$ cat config.mk
export PLATFORM = sky130hd
export DESIGN_NAME = divide_fp_iter
export DESIGN_NICKNAME = d
export VERILOG_FILES = /design/src/rtl/divide_fp_iter.sv
export SDC_FILE = /design/constraint.sdc
export NUM_CORES = 1
export LEC_CHECK = 0
export BUFFER_PORTS_ARGS = -buffer_cell sky130_fd_sc_hd__buf_2
export CORE_UTILIZATION = 60
export DETAILED_ROUTE_END_ITERATION = 8
export PLACE_DENSITY = 0.82
export SYNTH_ARGS = -nofsm -noshare
export SYNTH_HDL_FRONTEND = slang
export SYNTH_SLANG_ARGS = --single-unit
$ cat constraint.sdc
create_clock -name clk -period 9.8 [get_ports clk]
set_input_delay 1.96 -clock clk [delete_from_list [all_inputs] [get_ports clk]]
set_output_delay 1.96 -clock clk [all_outputs]
set_load 0.05 [all_outputs]
$ cat src/rtl/divide_fp_iter.sv
// Iterative IEEE-754 divider: one quotient bit per cycle (restoring),
// round-to-nearest-even, flush-to-zero, valid/ready handshakes, exception flags.
module divide_fp_iter #(
  parameter int EXP_W = 8,
  parameter int MAN_W = 23
) (
  input  logic                   clk,
  input  logic                   rst,
  input  logic                   in_valid,
  output logic                   in_ready,
  input  logic [EXP_W+MAN_W:0]   num,
  input  logic [EXP_W+MAN_W:0]   den,
  output logic                   out_valid,
  input  logic                   out_ready,
  output logic [EXP_W+MAN_W:0]   quo,
  output logic [3:0]             flags
);

  localparam int W      = 1 + EXP_W + MAN_W;
  localparam int Q_BITS = MAN_W + 3;
  localparam int BIAS   = (1 << (EXP_W - 1)) - 1;
  localparam int CNT_W  = $clog2(Q_BITS);
  localparam int XW     = EXP_W + 2;

  localparam logic [CNT_W-1:0]    CNT_LAST = CNT_W'(Q_BITS - 1);
  localparam logic [EXP_W-1:0]    EXP_ONES = '1;
  localparam logic [W-1:0]        QNAN     = {1'b0, EXP_ONES, 1'b1, {(MAN_W-1){1'b0}}};
  localparam logic signed [XW-1:0] EXP_MAX = XW'((1 << EXP_W) - 1);

  typedef enum logic [1:0] {S_IDLE, S_DIV, S_ROUND, S_DONE} state_t;

  state_t                 state_q;
  logic                   in_ready_q, out_valid_q, sign_q;
  logic [W-1:0]           quo_q;
  logic [3:0]             flags_q;
  logic [CNT_W-1:0]       cnt_q;
  logic [MAN_W+1:0]       rem_q, rem_d;
  logic [MAN_W:0]         div_q;
  logic [Q_BITS-1:0]      q_q, q_d;
  logic signed [XW-1:0]   exp_q;

  // Operand decode (exp==0 means zero: subnormals are flushed on input)
  logic [EXP_W-1:0] e_n, e_d;
  logic [MAN_W-1:0] m_n, m_d;
  logic             n_zero, n_inf, n_nan, d_zero, d_inf, d_nan, sign_in;
  logic [XW-1:0]    exp_in;

  assign e_n     = num[W-2:MAN_W];
  assign e_d     = den[W-2:MAN_W];
  assign m_n     = num[MAN_W-1:0];
  assign m_d     = den[MAN_W-1:0];
  assign n_zero  = (e_n == '0);
  assign d_zero  = (e_d == '0);
  assign n_inf   = (e_n == EXP_ONES) && (m_n == '0);
  assign d_inf   = (e_d == EXP_ONES) && (m_d == '0);
  assign n_nan   = (e_n == EXP_ONES) && (m_n != '0);
  assign d_nan   = (e_d == EXP_ONES) && (m_d != '0);
  assign sign_in = num[W-1] ^ den[W-1];
  assign exp_in  = XW'(e_n) - XW'(e_d) + XW'(BIAS);

  // Special-case result selection in priority order
  logic         special;
  logic [W-1:0] spec_quo;
  logic [3:0]   spec_flags;
  always_comb begin
    special    = 1'b1;
    spec_quo   = QNAN;
    spec_flags = '0;
    if (n_nan || d_nan) begin
      spec_quo = QNAN;
    end else if ((n_zero && d_zero) || (n_inf && d_inf)) begin
      spec_flags = 4'b1000;
    end else if (d_zero && !n_inf) begin
      spec_quo   = {sign_in, EXP_ONES, {MAN_W{1'b0}}};
      spec_flags = 4'b0100;
    end else if (n_inf) begin
      spec_quo = {sign_in, EXP_ONES, {MAN_W{1'b0}}};
    end else if (n_zero || d_inf) begin
      spec_quo = {sign_in, {(W-1){1'b0}}};
    end else begin
      special = 1'b0;
    end
  end

  // One restoring-division step: subtract if possible, emit bit, shift remainder
  logic             rem_ge;
  logic [MAN_W+1:0] rem_sub;
  always_comb begin
    rem_ge  = (rem_q >= {1'b0, div_q});
    rem_sub = rem_ge ? (rem_q - {1'b0, div_q}) : rem_q;
    rem_d   = rem_sub << 1;
    q_d     = {q_q[Q_BITS-2:0], rem_ge};
  end

  // Normalise, round to nearest even, and classify exponent range
  logic [Q_BITS-2:0]    norm;
  logic signed [XW-1:0] exp_r;
  logic                 sticky, round_up, frac_co, ovf, unf;
  logic [MAN_W-1:0]     frac_r;
  always_comb begin
    // The leading 1 is implicit after normalisation, so only the bits below it are kept
    norm     = q_q[Q_BITS-1] ? q_q[Q_BITS-2:0] : {q_q[Q_BITS-3:0], 1'b0};
    exp_r    = q_q[Q_BITS-1] ? exp_q : (exp_q - XW'(1));
    sticky   = (rem_q != '0);
    round_up = norm[1] & (norm[0] | sticky | norm[2]);
    {frac_co, frac_r} = {1'b0, norm[Q_BITS-2:2]} + (MAN_W+1)'(round_up);
    if (frac_co) exp_r = exp_r + XW'(1);
    ovf = (exp_r >= EXP_MAX);
    unf = exp_r[XW-1] | (exp_r == '0);
  end

  // Control FSM and datapath registers
  always_ff @(posedge clk or posedge rst) begin
    if (rst) begin
      state_q     <= S_IDLE;
      in_ready_q  <= 1'b1;
      out_valid_q <= 1'b0;
      quo_q       <= '0;
      flags_q     <= '0;
      cnt_q       <= '0;
      rem_q       <= '0;
      div_q       <= '0;
      q_q         <= '0;
      exp_q       <= '0;
      sign_q      <= 1'b0;
    end else begin
      case (state_q)
        S_IDLE: begin
          if (in_valid) begin
            in_ready_q <= 1'b0;
            flags_q    <= '0;
            sign_q     <= sign_in;
            rem_q      <= {1'b0, 1'b1, m_n};
            div_q      <= {1'b1, m_d};
            q_q        <= '0;
            cnt_q      <= '0;
            exp_q      <= exp_in;
            if (special) begin
              quo_q       <= spec_quo;
              flags_q     <= spec_flags;
              out_valid_q <= 1'b1;
              state_q     <= S_DONE;
            end else begin
              state_q <= S_DIV;
            end
          end
        end
        S_DIV: begin
          rem_q <= rem_d;
          q_q   <= q_d;
          cnt_q <= cnt_q + CNT_W'(1);
          if (cnt_q == CNT_LAST) state_q <= S_ROUND;
        end
        S_ROUND: begin
          if (ovf)      quo_q <= {sign_q, EXP_ONES, {MAN_W{1'b0}}};
          else if (unf) quo_q <= {sign_q, {(W-1){1'b0}}};
          else          quo_q <= {sign_q, exp_r[EXP_W-1:0], frac_r};
          flags_q     <= {2'b00, ovf, unf & ~ovf};
          out_valid_q <= 1'b1;
          state_q     <= S_DONE;
        end
        S_DONE: begin
          if (out_ready) begin
            out_valid_q <= 1'b0;
            in_ready_q  <= 1'b1;
            state_q     <= S_IDLE;
          end
        end
        default: state_q <= S_IDLE;
      endcase
    end
  end

  assign in_ready  = in_ready_q;
  assign out_valid = out_valid_q;
  assign quo       = quo_q;
  assign flags     = flags_q;

endmodule

## Word-level counts from Yosys, hierarchy flattened

Index checks and enable logic that the tools add are counted.

| operators by class | value |
|---|---|
| add/sub/neg operators | 7 |
| order comparisons | 2 |
| eq/ne operators | 10 |
| multiplexer cells | 43 |
| bitwise gates (word level) | 7 |
| reductions and logical operators | 31 |

Operators with widths:

| cell | number |
|---|---|
| $mux W32 | 7 |
| $pmux W32 S2 | 1 |
| $mux W31 | 2 |
| $pmux W26 S2 | 1 |
| $mux W25 | 2 |
| $pmux W25 S2 | 1 |
| $logic_not A23 Y1 | 2 |
| $reduce_bool A23 Y1 | 2 |
| $mux W26 | 1 |
| $ge A25 B24 Y1 | 1 |
| $reduce_bool A25 Y1 | 1 |
| $add A23 B1 Y24 | 1 |
| $mux W24 | 1 |
| $sub A24 B24 Y24 | 1 |
| $mux W10 | 2 |
| $eq A8 B8 Y1 const B | 2 |
| $logic_not A8 Y1 | 2 |
| $mux W4 | 4 |
| $add A10 B2 Y10 const B | 1 |
| $add A9 B8 Y10 const B | 1 |
| $ge A10 B9 Y1 const B | 1 |
| $logic_not A10 Y1 | 1 |
| $mux W1 | 10 |
| $pmux W5 S2 | 1 |
| 27 further kinds | 51 |

| storage, ports and cells | value |
|---|---|
| bits in registers | 131 |
| bits of input ports | 68 |
| logic and storage cells | 111 |

## Logic depth before layout (Yosys ltp)

Gate-level depths: netlist (run 1).

| depth | value |
|---|---|
| depth after elaboration | 11 |
| gate-level depth with buffers | 15 |
| depth with buffers taken out | 12 |

## Worst setup path before layout (run 1)

Ideal clock, no wire load.

| timing path | value |
|---|---|
| path type | in2reg |
| from | input num[23] |
| to | register exp_q[7] |
| setup time | 95 ps |
| arrival | 3985 ps |
| data required time | 9705 ps |
| path slack | 5720 ps |
| cell stages on the path | 12 |
| buffers on the path | 0 |
| cells stage by stage | inv_1 -> ha_1 -> inv_1 -> fa_1 -> a21o_1 -> a21oi_1 -> o21ai_0 -> a21oi_1 -> xnor2_1 -> o211ai_1 -> and3_1 -> o31ai_1 |

| on the way | value |
|---|---|
| cells in the longest elaborated chain, start to end | 2 |

RTL lines:

| what | RTL line | source |
|---|---|---|
| start, declared | 11 | `input logic [EXP_W+MAN_W:0] num,` |
| $sub A8 B8 Y9 | 59 | `assign exp_in = XW'(e_n) - XW'(e_d) + XW'(BIAS);` |
| $add A9 B8 Y10 | 59 |  |
| end signal, assigned | 137 | `exp_q <= exp_in;` |
| end, declared | 40 | `logic signed [XW-1:0] exp_q;` |

Every way passes these cells.
A chain may end at the register's enable or synchronous reset.

## Final worst setup path (run 1)

| timing path | value |
|---|---|
| from | input num[24] |
| to | register quo_q[25], in the netlist quo[25] |

| on the way | value |
|---|---|
| cells in the longest elaborated chain, start to end | 10 |
| elaborated cells between the ends (all ways) | 26 |
| those cells by class | eq/ne: 2; mux: 13; reduce/logical: 11 |

RTL lines:

| what | RTL line | source |
|---|---|---|
| $logic_not A8 Y1 / $eq A8 B8 Y1 (equally long branches) | 52, 54, 56 |  |
| $logic_or A1 B1 Y1 / $logic_and A1 B1 Y1 (equally long branches) | 78, 54 |  |
| $mux W32 / $logic_not A1 Y1 (equally long branches) | 78, 73 |  |
| $mux W32 / $logic_and A1 B1 Y1 (equally long branches) | 76, 73 |  |
| $mux W32 | 73 | `end else if (d_zero && !n_inf) begin` |
| $mux W32 | 71 | `end else if ((n_zero && d_zero) \|\| (n_inf && d_inf)) begin` |
| $mux W32 | 69 | `if (n_nan \|\| d_nan) begin` |
| $mux W32 | 138 | `if (special) begin` |
| $mux W32 | 129 | `if (in_valid) begin` |
| $pmux W32 S2 | 127 | `case (state_q)` |
| end signal, assigned | 139 | `quo_q <= spec_quo;` |
| end signal, assigned | 155 | `if (ovf) quo_q <= {sign_q, EXP_ONES, {MAN_W{1'b0}}};` |
| end signal, assigned | 156 | `else if (unf) quo_q <= {sign_q, {(W-1){1'b0}}};` |
| end, declared | 34 | `logic [W-1:0] quo_q;` |

Parallel ways exist; a longest one is shown, timed or not. The select of a mux whose other input is x is not followed.

==> results of run 1 <==
-- worst max-delay path: stages --
cell and delay (ns):
buf_2 0.13, nand4_1 0.09, nor2_1 0.09, nor4b_1 0.53, nand2_1 0.24, nand2_1 0.90
inv_1 0.26, a32oi_1 0.40, o311ai_1 0.16
-- cell type report --
type | count | area, µm² | area share
Clock buffer | 20 | 457 | 0.0433
Sequential cell | 131 | 3280 | 0.311
Inverter | 63 | 239 | 0.0227
Tap cell | 188 | 235 | 0.0223
Timing Repair Buffer | 112 | 578 | 0.0548
Multi-Input combinational cell | 824 | 5530 | 0.524
Clock inverter | 12 | 226 | 0.0215
-- worst paths after layout --
path                                startpoint                     to  slack [ns]  depth (start not counted)
min                        quo[29]$_DFFE_PP0P_    quo[29]$_DFFE_PP0P_        0.49                          2
max                                    num[24]    quo[25]$_DFFE_PP0P_        5.31                          9
max reg2reg                q_q[25]$_DFFE_PP0P_    quo[22]$_DFFE_PP0P_        5.67                         13
min in group asynchronous                  rst  rem_q[21]$_DFFE_PP0P_        1.71                          2
min reg2reg                quo[29]$_DFFE_PP0P_    quo[29]$_DFFE_PP0P_        0.49                          2
max in group asynchronous                  rst   rem_q[5]$_DFFE_PP0P_        6.81                          3
-- report_power, final --
group / switching (mW) / internal (mW) / total [mW] / leakage [nW]
Clock: 0.250 / 0.491 / 0.741 / 0.327
Combinational: 1.28 / 0.792 / 2.07 / 2.73
Sequential: 0.202 / 0.723 / 0.925 / 1.67
Total: 1.73 / 2.01 / 3.74 / 4.73
-- registers in the layout, summed over array words and instances (netlist names) --
signal / count
rem_q: 25
quo: 32
out_valid: 1
exp_q: 10
state_q: 2
flags: 4
in_ready: 1
cnt_q: 5
q_q: 26
sign_q: 1
div_q: 24
-- synthesized netlist by cell type (7+ instances only) --
| cell | n | area [µm²] |
|---|---|---|
| o211ai_1 | 9 | 67.6 |
| xnor2_1 | 31 | 272 |
| ha_1 | 42 | 526 |
| xor2_1 | 22 | 193 |
| a21oi_1 | 53 | 265 |
| dfrtp_1 | 130 | 3250 |
| nor3_1 | 20 | 100 |
| nor4_1 | 20 | 125 |
| a31oi_1 | 12 | 75.1 |
| nor2_1 | 64 | 240 |
| nor2b_1 | 14 | 87.6 |
| inv_1 | 63 | 236 |
| clkbuf_1 | 40 | 150 |
| o21ai_0 | 105 | 526 |
| a21o_1 | 18 | 135 |
| a211oi_1 | 9 | 67.6 |
| a22oi_1 | 16 | 120 |
| mux2i_1 | 29 | 290 |
| nand3_1 | 26 | 130 |
| a22o_1 | 45 | 394 |
| nand2b_1 | 10 | 62.6 |
| or3_1 | 13 | 81.3 |
| nand4_1 | 19 | 119 |
| o21a_1 | 9 | 67.6 |
| buf_2 | 7 | 35.0 |
| and3_1 | 8 | 50.1 |
| nand2_1 | 109 | 409 |
-- cells by family (layout without fill, tap and decap cells) --
kind of cell / after synthesis / after routing / share of synthesized area
adders and majority gates: 44 / 44 / 0.0609
buffers and inverters: 118 / 207 / 0.0518
AOI/OAI and AO/OA: 348 / 348 / 0.255
and+or+nand+nor: 341 / 341 / 0.186
DFF: 131 / 131 / 0.353
xor gates and xnor gates: 54 / 54 / 0.0518
muxes: 37 / 37 / 0.0410
-- per-layer routing --
metal,wire (µm),vias up,GRT usage
met2,11000,359,0.491
met1,10600,4102,0.419
met4,817,0,0.141
met3,1640,64,0.0540
met5,0,-,0
li1,-,4112,-
==> results_tabular.tex, run 1 <==
\begin{tabular}{lr}
\hline
Metric & Value \\
\hline
\multicolumn{2}{l}{\textbf{Final layout}} \\
Number of inserted filler cells in the final layout & 1,179 \\
Commonest non-fill, non-tap cell in the layout & dfrtp\_1 \\
Area growth, synth to finish & 13.7\% \\
Diodes inserted & 0 \\
Layout Nets & 1,261 \\
Commonest cells after routing, fill and taps aside & dfrtp\_1 (129), nand2\_1 (109), o21ai\_0 (105), buf\_2 (105), nor2\_1 (63) \\
Non-filler cells in the finished layout & 1,350 \\
Final design area excluding fillers & 10,500 µm² \\
Layout cell share with drive strength beyond 1 & 0.148 \\
Post-Route Utilization & 0.696 \\
\multicolumn{2}{l}{\textbf{STA}} \\
Total negative setup slack & 0 ns \\
Clock Skew & 0.00731 ns \\
Post-route clock period utilization & 0.458 \\
Number of pins exceeding their max-slew limit in the final report & 0 \\
Top achievable clock speed & 0.223 GHz \\
RSZ-0062 raised after global routing & no \\
Max-slew headroom at the worst pin & 0.222 \\
Final Hold Violating Endpoints & 0 \\
Slew @ Worst Pin & 1.16 ns \\
Minimum hold slack & 0.489 ns \\
Final setup fails & 0 \\
Clock period minus worst slack & 4.49 ns \\
Final worst-path setup slack & 5.31 ns \\
\multicolumn{2}{l}{\textbf{Worst setup path}} \\
Critical Path Start Type & input pin \\
Required @ worst endpoint & 10.08 ns \\
Setup CP Type & in -> reg \\
Critical-path maximum fanout & 35 \\
Data arrival time of the critical path & 4.77 ns \\
Critical Path Sink Type & register \\
\multicolumn{2}{l}{\textbf{Pwr}} \\
Peak supply drop & 209 µV \\
PD cells & 354 nW/µm² \\
Overall power consumption & 3.74 mW \\
Reported leakage power & 4.73 nW \\
\multicolumn{2}{l}{\textbf{Worst hold path}} \\
Worst min-delay path category & reg -> reg \\
\multicolumn{2}{l}{\textbf{Route}} \\
Vias after detailed routing & 8,637 \\
Routed wire per std cell & 17.8 µm \\
Count of TritonRoute iterations in the first routing pass & 6 \\
Residual antenna-violating net count after detailed routing & 0 \\
Initial DRC Count & 796 \\
Total Wirelength & 24,000 µm \\
DRC violations left & 0 \\
Via-per-instance ratio & 6.40 \\
\multicolumn{2}{l}{\textbf{Floorplanning}} \\
Number of core rows & 45 \\
Starting Density & 0.613 \\
Area of the placeable core & 15,100 µm² \\
I/O pin count & 106 \\
Floorplan die width & 126 µm \\
DIE HEIGHT & 126 µm \\
Die Area & 16,000 µm² \\
\multicolumn{2}{l}{\textbf{Clock network}} \\
PostCTS Resize Cnt & 0 \\
Buffer cell driving the clock tree root & clkbuf\_16 \\
Clock tree from TritonCTS & done \\
CTS Sinks & 131 \\
Insertion delay of the later-clocked pin in the worst-skew pair & 0.43 ns \\
Maximum clock path buffer count & 2 \\
Clock buffer count from CTS & 17 \\
Hold\_buf cts & 0 \\
Worst-path clk slew & 0.06 ns \\
Post-CTS setup buffers & 0 \\
H-tree depth reported by CTS & 4 \\
\multicolumn{2}{l}{\textbf{Global routing}} \\
Global route total overflow & 0 \\
Global routing usage summed across all routing layers & 0.311 \\
Via count of the first global-routing pass & 7,986 \\
Initial antenna violation count & 0 \\
Global-route wire length before repair & 39,300 µm \\
Largest net degree at the start of global routing & 72 \\
\multicolumn{2}{l}{\textbf{Placement}} \\
Placed cell areas & 9870 µm² \\
Number of buffer cells added on primary ports & 105 \\
\# placed instances & 1,318 \\
HPWL reported at the end of detailed placement & 17,000 µm \\
Worst-case setup slack after placement & 5.00 ns \\
Placer's final routability congestion estimate & 0.916 \\
\multicolumn{2}{l}{\textbf{Logic synthesis}} \\
Top flip-flop cell by instance count after synthesis & dfrtp\_1 \\
Syn\_nets & 1,185 \\
Warning count from the yosys run & 0 \\
Synthesized area & 9280 µm² \\
Post-synthesis instance total & 1,073 \\
Synth async-reset ratio & 1.00 \\
Avg Synthesized Cell Area & 8.65 µm² \\
Number of flip-flops and latches in the synthesized netlist & 131 \\
Sequential area share after synthesis & 0.353 \\
Synth unique cells & 80 \\
Number of synthesized flops with an enable pin & 0 \\
\multicolumn{2}{l}{\textbf{Run}} \\
Max-Cap Viols & 0 \\
\multicolumn{2}{l}{\textbf{Run status}} \\
Outcome & finished, final reports clean \\
\hline
\end{tabular}
Note: power is estimated with default switching activity, not from simulation.
==> run 2: changes to the inputs <==
--- a/config.mk
+++ b/config.mk
@@ -5,10 +5,11 @@
 export SDC_FILE = /design/constraint.sdc
 export NUM_CORES = 1
 export LEC_CHECK = 0
+export ABC_AREA = 1
 export BUFFER_PORTS_ARGS = -buffer_cell sky130_fd_sc_hd__buf_2
-export CORE_UTILIZATION = 60
+export CORE_UTILIZATION = 54
 export DETAILED_ROUTE_END_ITERATION = 8
-export PLACE_DENSITY = 0.82
+export PLACE_DENSITY = 0.77
 export SYNTH_ARGS = -nofsm -noshare
 export SYNTH_HDL_FRONTEND = slang
 export SYNTH_SLANG_ARGS = --single-unit
==> constraint.sdc (replaced) <==
create_clock -name clk -period 3.7 [get_ports clk]
set_input_delay 0.74 -clock clk [delete_from_list [all_inputs] [get_ports clk]]
set_output_delay 0.74 -clock clk [all_outputs]
set_load 0.05 [all_outputs]
==> results_tabular.tex, run 2 <==
\begin{tabular}{lr}
\hline
Metric & Value \\
\hline
\multicolumn{2}{l}{\textbf{Floorplanning}} \\
Number of core rows & 47 (+4.4\%) \\
Starting Density & 0.558 (-0.0544) \\
Area of the placeable core & 16,800 µm² (+11\%) \\
I/O pin count & 106 (unchanged) \\
Floorplan die width & 134 µm (+5.7\%) \\
Die Area & 17,900 µm² (+12\%) \\
DIE HEIGHT & 134 µm (+5.7\%) \\
\multicolumn{2}{l}{\textbf{Worst setup path}} \\
Critical Path Start Type & register \\
Data arrival time of the critical path & 3.65 ns (-1.12 ns) \\
Setup CP Type & reg -> reg \\
Critical Path Sink Type & register \\
Critical-path maximum fanout & 43 (+23\%) \\
Depth of the most critical reg-to-reg path & 15 (+2) \\
Required @ worst endpoint & 4.04 ns (-6.04 ns) \\
\multicolumn{2}{l}{\textbf{STA}} \\
RSZ-0062 raised after global routing & no \\
Total negative setup slack & 0 ns (unchanged) \\
Clock Skew & 0.0124 ns (+0.00510 ns) \\
Top achievable clock speed & 0.302 GHz \\
Post-route clock period utilization & 0.893 \\
Number of pins exceeding their max-slew limit in the final report & 0 (unchanged) \\
Slew @ Worst Pin & 0.975 ns (-0.190 ns) \\
Final worst-path setup slack & 0.394 ns (-4.92 ns) \\
Final setup fails & 0 (unchanged) \\
Final Hold Violating Endpoints & 0 (unchanged) \\
Clock period minus worst slack & 3.31 ns \\
Max-slew headroom at the worst pin & 0.349 (+0.128) \\
\multicolumn{2}{l}{\textbf{Logic synthesis}} \\
Leading post-synthesis cells by cell area & dfrtp\_1 (35\%), nand2\_1 (13\%), inv\_1 (8.0\%), ha\_1 (5.6\%), o21ai\_0 (5.6\%) \\
Warning count from the yosys run & 0 (unchanged) \\
Cell type contributing the most total cell area after synthesis & dfrtp\_1 \\
Syn\_nets & 1,434 (+21\%) \\
Number of flip-flops and latches in the synthesized netlist & 131 (unchanged) \\
Synthesized area & 9360 µm² (+0.82\%) \\
Post-synthesis instance total & 1,322 (+23\%) \\
Leading post-synthesis cells by instance count & nand2\_1 (330), inv\_1 (200), dfrtp\_1 (130) \\
Synth unique cells & 51 (-36\%) \\
Synth async-reset ratio & 1.00 (unchanged) \\
Sequential area share after synthesis & 0.351 (-0.00288) \\
Most frequent cell after synthesis & nand2\_1 \\
Area share of the leading cell type in the synthesized netlist & 0.348 (-0.00286) \\
Number of synthesized flops with an enable pin & 0 (unchanged) \\
Top flip-flop cell by instance count after synthesis & dfrtp\_1 \\
Avg Synthesized Cell Area & 7.08 µm² (-18\%) \\
\multicolumn{2}{l}{\textbf{Final layout}} \\
Number of flip-flops under the largest register name & 32 (unchanged) \\
Combined area of the multi-input logic cells & 5090 µm² (-8.0\%) \\
Number of inserted filler cells in the final layout & 1,539 (+31\%) \\
Layout Nets & 1,534 (+22\%) \\
Layout cell share with drive strength beyond 1 & 0.145 (-0.00307) \\
Diodes inserted & 0 (unchanged) \\
Commonest non-fill, non-tap cell in the layout & nand2\_1 \\
Commonest cells after routing, fill and taps aside & nand2\_1 (330), inv\_1 (199), dfrtp\_1 (129), nor2\_1 (108), buf\_2 (105) \\
Area taken by flip-flops and latches & 3280 µm² (unchanged) \\
Area growth, synth to finish & 14.8\% \\
\multicolumn{2}{l}{\textbf{Clock network}} \\
PostCTS Resize Cnt & 0 (unchanged) \\
Worst-path clk slew & 0.06 ns (about the same) \\
H-tree depth reported by CTS & 4 (unchanged) \\
Buffer cell driving the clock tree root & clkbuf\_16 \\
Clock buffer count from CTS & 17 (unchanged) \\
CTS Sinks & 131 (unchanged) \\
Insertion delay of the later-clocked pin in the worst-skew pair & 0.43 ns (about the same) \\
Clock tree from TritonCTS & done \\
Maximum clock path buffer count & 2 (unchanged) \\
Post-CTS setup buffers & 0 (unchanged) \\
Hold\_buf cts & 0 (unchanged) \\
\multicolumn{2}{l}{\textbf{Route}} \\
Count of TritonRoute iterations in the first routing pass & 7 (+1) \\
Residual antenna-violating net count after detailed routing & 0 (unchanged) \\
DRC violations left & 0 (unchanged) \\
Initial DRC Count & 555 (-30\%) \\
Total Wirelength & 24,500 µm (+2.1\%) \\
Routed wire per std cell & 14.8 µm (-17\%) \\
Vias after detailed routing & 9,073 (+5.0\%) \\
Via-per-instance ratio & 5.48 (-14\%) \\
\multicolumn{2}{l}{\textbf{Global routing}} \\
Global-route wire length before repair & 39,600 µm (+0.81\%) \\
Global route total overflow & 0 (unchanged) \\
Global routing usage summed across all routing layers & 0.281 (-0.0294) \\
Via count of the first global-routing pass & 8,142 (+2.0\%) \\
Largest net degree at the start of global routing & 53 (-26\%) \\
Initial antenna violation count & 0 (unchanged) \\
\multicolumn{2}{l}{\textbf{Run}} \\
Max-Cap Viols & 0 (unchanged) \\
\multicolumn{2}{l}{\textbf{Placement}} \\
HPWL reported at the end of detailed placement & 18,800 µm (+11\%) \\
Number of buffer cells added on primary ports & 105 (unchanged) \\
Placer's final routability congestion estimate & 0.953 (+4.1\%) \\
Worst-case setup slack after placement & 0.407 ns (-4.59 ns) \\
\multicolumn{2}{l}{\textbf{Pwr}} \\
Reported leakage power & 5.27 nW (+11\%) \\
PD cells & 1020 nW/µm² (+190\%) \\
Peak supply drop & 527 µV (+150\%) \\
\multicolumn{2}{l}{\textbf{Run status}} \\
Outcome & finished, final reports clean \\
\multicolumn{2}{l}{\textbf{Worst hold path}} \\
Worst min-delay path category & reg -> reg \\
Hold Crit Depth & 2 (unchanged) \\
\hline
\end{tabular}
-- run 2: cell types whose count changed in the layout (fill, tap and decap cells not counted), sizes merged, moves of 38 or more --
cell and change:
nand2 +227, inv +143, nor2 +59, a22o -45, nand3 +38
-- run 2: cell families (layout without fill, tap and decap cells) --
kind of cell | after synthesis | after routing | synth area share
simple gates | 581 | 581 | 0.269
compound gates | 287 | 287 | 0.180
buf+inv | 244 | 357 | 0.106
flops | 131 | 131 | 0.351
fa+ha+maj | 44 | 44 | 0.0605
xor+xnor | 35 | 35 | 0.0336
-- run 2: through the flow --
| step | total power [mW] | utilization | cells | hold WS [ns] | area [µm²] |
|---|---|---|---|---|---|
| detailed placement | 9.02 | 0.601 | 1623 | 0.464 | 10100 |
| CTS | 11.0 | 0.641 | 1655 | 0.479 | 10700 |
| finish | 11.0 | 0.641 | 1655 | 0.475 | 10700 |
| floorplan | 7.55 | - | 1322 | 0.426 | 9360 |
| global route | 11.9 | 0.641 | 1655 | 0.502 | 10700 |
| global placement | 8.93 | 0.601 | 1623 | 0.454 | 10100 |
-- run 2: path summary, 6_finish.rpt --
kind                                           from              endpoint  slack [ns]
worst min-delay path            quo[15]$_DFFE_PP0P_   quo[15]$_DFFE_PP0P_        0.48
worst max register to register  q_q[25]$_DFFE_PP0P_   quo[19]$_DFFE_PP0P_        0.39
min in group asynchronous                       rst   quo[20]$_DFFE_PP0P_        0.49
worst max-delay path            q_q[25]$_DFFE_PP0P_   quo[19]$_DFFE_PP0P_        0.39
worst min register to register  quo[15]$_DFFE_PP0P_   quo[15]$_DFFE_PP0P_        0.48
max in group asynchronous                       rst  div_q[1]$_DFFE_PP0P_        2.45
-- run 2: cell type report --
class,count,share of cell area
Clock inverter,14,0.0209
Multi-Input combinational cell,947,0.474
Tap cell,220,0.0256
Timing Repair Buffer,118,0.0604
Sequential cell,131,0.305
Clock buffer,18,0.0409
Inverter,207,0.0729
-- run 2: worst max-delay path: stages, from the launching register on --
cell and delay [ns]:
dfrtp_2 0.83, inv_2 0.26, nand2_1 0.13, nand2_1 0.13, inv_2 0.08, nand2_1 0.06, nor2_2 0.19, nand4_4 0.15
nor2_4 0.16, nand3_2 0.13, nor2_4 0.14, xnor2_2 0.23, nand2_4 0.13, inv_4 0.14, nand3_4 0.21, o21ai_0 0.24
-- run 2: routing by layer --
| metal | vias to the layer above | GRT usage | routed length, µm |
|---|---|---|---|
| li1 | 4544 | - | - |
| met1 | 4227 | 0.362 | 11100 |
| met2 | 258 | 0.477 | 11800 |
| met3 | 44 | 0.0407 | 1020 |
| met4 | 0 | 0.108 | 642 |
| met5 | - | 0 | 0 |
-- run 2: where the power goes --
group / total [mW] / internal (mW) / switching [mW] / leakage (nW)
combinational: 6.56 / 2.16 / 4.40 / 3.28
sequential: 2.54 / 2.05 / 0.481 / 1.67
clock: 1.91 / 1.22 / 0.692 / 0.321
total: 11.0 / 5.43 / 5.57 / 5.27
